**src/rtl/apb_bridge_pkg.sv**
```systemverilog
`default_nettype none
// +--------------------------------------------------------------------------+
// | apb_bridge_pkg                                                           |
// | Shared widths, command/response word layouts and sequencer states.       |
// | Rev 1.0                                                                  |
// +--------------------------------------------------------------------------+
package apb_bridge_pkg;

  localparam int APB_ADDR_W = 32;
  localparam int APB_DATA_W = 32;
  localparam int CMD_W      = 1 + APB_ADDR_W + APB_DATA_W;
  localparam int RSP_W      = 2 + APB_DATA_W;

  typedef struct packed {
    logic                  write;
    logic [APB_ADDR_W-1:0] addr;
    logic [APB_DATA_W-1:0] wdata;
  } apb_cmd_t;

  typedef struct packed {
    logic                  write;
    logic                  slverr;
    logic [APB_DATA_W-1:0] rdata;
  } apb_rsp_t;

  typedef enum logic [2:0] {
    SEQ_IDLE   = 3'd0,
    SEQ_FETCH  = 3'd1,
    SEQ_SETUP  = 3'd2,
    SEQ_ACCESS = 3'd3,
    SEQ_RESP   = 3'd4
  } apb_seq_state_e;

endpackage

`default_nettype wire

```
**src/rtl/apb_master_seq.sv**
```systemverilog
`default_nettype none
// +--------------------------------------------------------------------------+
// | apb_master_seq                                                           |
// | APB3 master: pops a command FIFO word, runs SETUP/ACCESS, pushes one     |
// | response word. Optional ACCESS timeout under APB_SEQ_TIMEOUT_EN.         |
// | Rev 1.0                                                                  |
// +--------------------------------------------------------------------------+
module apb_master_seq
  import apb_bridge_pkg::*;
#(
  parameter int ADDR_W  = APB_ADDR_W,
  parameter int DATA_W  = APB_DATA_W,
  parameter int TIMEOUT = 16
) (
  input  logic                   pclk,
  input  logic                   prst_n,
  input  logic                   cmd_rempty,
  output logic                   cmd_rinc,
  input  logic [ADDR_W+DATA_W:0] cmd_rdata,
  input  logic                   rsp_wfull,
  output logic                   rsp_winc,
  output logic [DATA_W+1:0]      rsp_wdata,
  output logic                   psel,
  output logic                   penable,
  output logic                   pwrite,
  output logic [ADDR_W-1:0]      paddr,
  output logic [DATA_W-1:0]      pwdata,
  input  logic [DATA_W-1:0]      prdata,
  input  logic                   pready,
  input  logic                   pslverr,
`ifdef APB_SEQ_TIMEOUT_EN
  output logic                   timeout_evt,
`endif
  output logic                   busy
);

  localparam logic [2:0] c_ST_IDLE   = SEQ_IDLE;
  localparam logic [2:0] c_ST_FETCH  = SEQ_FETCH;
  localparam logic [2:0] c_ST_SETUP  = SEQ_SETUP;
  localparam logic [2:0] c_ST_ACCESS = SEQ_ACCESS;
  localparam logic [2:0] c_ST_RESP   = SEQ_RESP;

  logic [2:0]        r_state;
  logic [2:0]        w_state_nxt;
  logic              w_to_hit;
  logic              r_pwrite;
  logic [ADDR_W-1:0] r_paddr;
  logic [DATA_W-1:0] r_pwdata;
  logic              r_rsp_write;
  logic              r_rsp_slverr;
  logic [DATA_W-1:0] r_rsp_rdata;

`ifdef APB_SEQ_TIMEOUT_EN
  localparam int               c_CNT_W   = $clog2(TIMEOUT + 1);
  localparam logic [c_CNT_W-1:0] c_TO_LAST = c_CNT_W'(TIMEOUT - 1);

  logic [c_CNT_W-1:0] r_to_cnt;
  logic               r_to_evt;

  // A pready in the terminal cycle takes priority over the timeout.
  assign w_to_hit = (r_state == c_ST_ACCESS) && !pready && (r_to_cnt == c_TO_LAST);

  always_ff @(posedge pclk or negedge prst_n) begin
    if (!prst_n) begin
      r_to_cnt <= '0;
      r_to_evt <= 1'b0;
    end else begin
      r_to_evt <= w_to_hit;
      if (r_state == c_ST_SETUP) begin
        r_to_cnt <= '0;
      end else if ((r_state == c_ST_ACCESS) && !pready) begin
        r_to_cnt <= r_to_cnt + c_CNT_W'(1);
      end
    end
  end

  assign timeout_evt = r_to_evt;
`else
  assign w_to_hit = 1'b0;
`endif

  always_comb begin
    w_state_nxt = r_state;
    case (r_state)
      c_ST_IDLE:   if (!cmd_rempty) w_state_nxt = c_ST_FETCH;
      c_ST_FETCH:  w_state_nxt = c_ST_SETUP;
      c_ST_SETUP:  w_state_nxt = c_ST_ACCESS;
      c_ST_ACCESS: if (pready || w_to_hit) w_state_nxt = c_ST_RESP;
      c_ST_RESP:   if (!rsp_wfull) w_state_nxt = c_ST_IDLE;
      default:     w_state_nxt = c_ST_IDLE;
    endcase
  end

  always_ff @(posedge pclk or negedge prst_n) begin
    if (!prst_n) begin
      r_state <= c_ST_IDLE;
    end else begin
      r_state <= w_state_nxt;
    end
  end

  // FIFO read data is valid only in FETCH; the APB fields hold from then on.
  always_ff @(posedge pclk or negedge prst_n) begin
    if (!prst_n) begin
      r_pwrite <= 1'b0;
      r_paddr  <= '0;
      r_pwdata <= '0;
    end else if (r_state == c_ST_FETCH) begin
      r_pwrite <= cmd_rdata[ADDR_W+DATA_W];
      r_paddr  <= cmd_rdata[DATA_W +: ADDR_W];
      r_pwdata <= cmd_rdata[DATA_W-1:0];
    end
  end

  always_ff @(posedge pclk or negedge prst_n) begin
    if (!prst_n) begin
      r_rsp_write  <= 1'b0;
      r_rsp_slverr <= 1'b0;
      r_rsp_rdata  <= '0;
    end else if (r_state == c_ST_ACCESS) begin
      if (pready) begin
        r_rsp_write  <= r_pwrite;
        r_rsp_slverr <= pslverr;
        r_rsp_rdata  <= r_pwrite ? '0 : prdata;
      end else if (w_to_hit) begin
        r_rsp_write  <= r_pwrite;
        r_rsp_slverr <= 1'b1;
        r_rsp_rdata  <= '0;
      end
    end
  end

  // Strobes decode from state so reset removes them without waiting for a clock.
  assign cmd_rinc  = (r_state == c_ST_IDLE) && !cmd_rempty;
  assign rsp_winc  = (r_state == c_ST_RESP) && !rsp_wfull;
  assign psel      = (r_state == c_ST_SETUP) || (r_state == c_ST_ACCESS);
  assign penable   = (r_state == c_ST_ACCESS);
  assign busy      = (r_state != c_ST_IDLE);
  assign pwrite    = r_pwrite;
  assign paddr     = r_paddr;
  assign pwdata    = r_pwdata;
  assign rsp_wdata = {r_rsp_write, r_rsp_slverr, r_rsp_rdata};

endmodule

`default_nettype wire
```
**config.mk**
```make
export PLATFORM = sky130hd
export DESIGN_NAME = apb_master_seq
export DESIGN_NICKNAME = d
export VERILOG_FILES = /design/src/rtl/apb_bridge_pkg.sv /design/src/rtl/apb_master_seq.sv
export SDC_FILE = /design/constraint.sdc
export NUM_CORES = 1
export LEC_CHECK = 0
export BUFFER_PORTS_ARGS = -buffer_cell sky130_fd_sc_hd__buf_2
export CAP_MARGIN = 5
export CORE_MARGIN = 3
export CORE_UTILIZATION = 30
export CTS_CLUSTER_DIAMETER = 120
export DETAILED_ROUTE_END_ITERATION = 8
export PLACE_DENSITY = 0.59
export SLEW_MARGIN = 10
export SYNTH_ARGS = -nofsm -noshare
export SYNTH_HDL_FRONTEND = slang
export SYNTH_SLANG_ARGS = --single-unit
```
**constraint.sdc**
```tcl
create_clock -name pclk -period 3.16 [get_ports pclk]
set_clock_uncertainty 0.15 [all_clocks]
set_input_delay 0.632 -clock pclk [delete_from_list [all_inputs] [get_ports pclk]]
set_output_delay 0.632 -clock pclk [all_outputs]
set_load 0.01 [all_outputs]
```
==> flow_metrics.py <==
metrics = {
    "floorplanning": {
        "start_util": 0.3122,
        "die-width_um": 124.6,
        "num_rows": 42,
        "die_h_um": 124.6,
        "dieArea_sq_mm": 0.01551,
        "io_pins": 207,
        "coreArea_sq_mm": 0.01351,
    },
    "place": {
        "hpwlAfterDp_um": 7314,
        "gp_routability_congestion": 0.7507,
        "post-place-ws_ns": 1.005,
        "postPlaceCellArea_sq_mm": 0.005400,
        "port_buffers": 206,
        "dp.cells": 634,
    },
    "route": {
        "wl_per_cell_um": 14.80,
        "ant_nets": 0,
        "drtPass1Iterations": 4,
        "vias": 2816,
        "drc": 0,
        "drt_wl_total_um": 9607,
        "drt-initial-drc-count": 57,
        "vias_per_cell": 4.339,
    },
    "sta": {
        "max_freq_mhz": 444.1,
        "post-route-period-util": 0.7125,
        "holdWs_ns": 0.1638,
        "relSlewSlack": 0.5654,
        "rsz0062_at_grt": "no",
        "period_minus_slack_ns": 2.252,
        "finalSetupTns_ns": 0,
        "setup_viol_count_final": 0,
        "hold_viol": 0,
        "worst_pin_slew_ns": 0.6520,
        "slew_viol_final": 0,
        "setup_slack_ns": 0.9084,
    },
    "pwr": {
        "peakVddDrop_uv": 425.7,
        "p_leak_nw": 2.828,
        "p_per_area_mw_per_mm2": 1016,
        "p_total_mw": 5.756,
    },
    "clocking": {
        "cts.sinks": 102,
        "numCtsBuffers": 9,
        "clkLatencyLatePin_ns": 0.33,
        "clk_pin_slew_ns": 0.07,
        "postCtsResizedCells": 0,
        "cts_hold_buffers": 0,
        "cts_max_level": 3,
        "post_cts_buffers": 0,
        "cts_tree": "done",
        "cts.path.max_buffers": 2,
        "cts_root_buf": "clkbuf_16",
    },
    "worst_setup_path": {
        "critPathArrivalTime_ns": 1.47,
        "critPathKind": "reg -> out",
        "cp.required_ns": 2.38,
        "crit_family": "simple AND/OR/NAND/NOR gates",
        "crit_slowest_cell": "dfrtp_1",
        "path_cells": "or3_1, nor2_1, buf_2",
        "cp_max_fo": 8,
        "crit_buf_inv": 1,
        "critPathLaunchType": "register",
        "crit_path_max_incr_delay_ns": 0.47,
        "cp-end-kind": "primary output",
    },
    "synthesis": {
        "synth.distinct_cells": 22,
        "yosys_register_bits": 102,
        "syn-num-nets": 366,
        "netlist_instances": 263,
        "synthesis.area_sq_mm": 0.004217,
        "seq_area_frac_synth": 0.6053,
        "yosysWarningCount": 0,
        "syn_area_per_cell_sq_um": 16.03,
    },
    "layout": {
        "utilization": 0.4194,
        "final_nets": 572,
        "area_growth_pct": 34.33,
        "drive_above_1_share": 0.5899,
        "layout_commonest_cell": "buf_2",
        "layout.cells.non_filler": 649,
        "layout_common_cells": "buf_2 (205), dfrtp_1 (102), mux2_1 (50), nor2b_1 (32), mux2_4 (29)",
        "finalInstanceArea_sq_mm": 0.005664,
        "diodes": 0,
    },
    "global_routing": {
        "grt_pass1_wl_um": 15540,
        "grt_pass1_vias": 3030,
        "overflow": 0,
        "grt_usage": 0.1226,
        "antenna_found_initial": 1,
        "grt_max_degree": 66,
    },
    "run": {
        "cap_violations": 0,
    },
    "hold_path": {
        "hold_path_class": "in -> async",
    },
    "outcome": {
        "run_status": "finished, final reports clean",
    },
}
==> where the power goes <==
part	internal, mW	leakage (nW)	switching, mW
clock	0.533	0.129	0.470
sequential	1.95	1.23	0.333
combinational	1.30	1.47	1.16
==> final cells by class <==
cell class,instances,area (sq um)
fill,1316,7841
sequential,102,2552
multi-input combinational,145,1531
timing repair buffer,211,1096
clock buffer,10,229.0
tap,176,220.2
clock inverter,5,35.03
==> sequential cells by signal (all words and copies together), names as in the netlist <==
register      flops
r_rsp_write       1
r_state           3
r_rsp_slverr      1
paddr            32
pwdata           32
pwrite            1
r_rsp_rdata      32
==> cell families (layout without fill, tap and decap cells) <==
| logic type | after synthesis | after routing | share of synthesized area |
|---|---|---|---|
| buffers and inverters | 16 | 226 | 0.03323 |
| AOI/OAI and AO/OA | 3 | 3 | 0.005637 |
| and+or+nand+nor | 43 | 43 | 0.06558 |
| muxes | 99 | 99 | 0.2902 |
| DFF | 102 | 102 | 0.6053 |
==> final timing paths <==
check                           start  cells after the start             end  slack, ns
min                            prst_n                      1      pwdata[23]       0.16
min reg2reg                  paddr[3]                      1        paddr[3]       0.33
max                        r_state[2]                      3        cmd_rinc       0.91
min in group pclk            paddr[3]                      1        paddr[3]       0.33
max in group asynchronous      prst_n                      2        paddr[4]       2.01
max reg2reg                r_state[2]                      3  r_rsp_rdata[1]       1.20
==> cells in the mapped netlist (all sizes together) <==
cell type	n	share of area
or3	1	0.0015
a21oi	1	0.0012
nor2b	32	0.047
dfrtp	102	0.61
nor2	2	0.0018
clkbuf	3	0.0027
or2	1	0.0015
and2b	1	0.0018
a21bo	1	0.0024
and2	1	0.0015
mux2	99	0.29
a31o	1	0.0021
and4b	1	0.0024
nor3b	1	0.0030
nor3	1	0.0012
nor4b	1	0.0021
and3	1	0.0015
buf	13	0.031
==> routing by layer <==
metal	vias up	track usage	share of wire
li1	1313	-	-
met1	1363	0.1479	0.41
met2	119	0.2071	0.49
met3	19	0.03902	0.072
met4	2	0.04126	0.022
met5	-	0	0.0014
No activity file was read; power rests on OpenSTA's default activity.
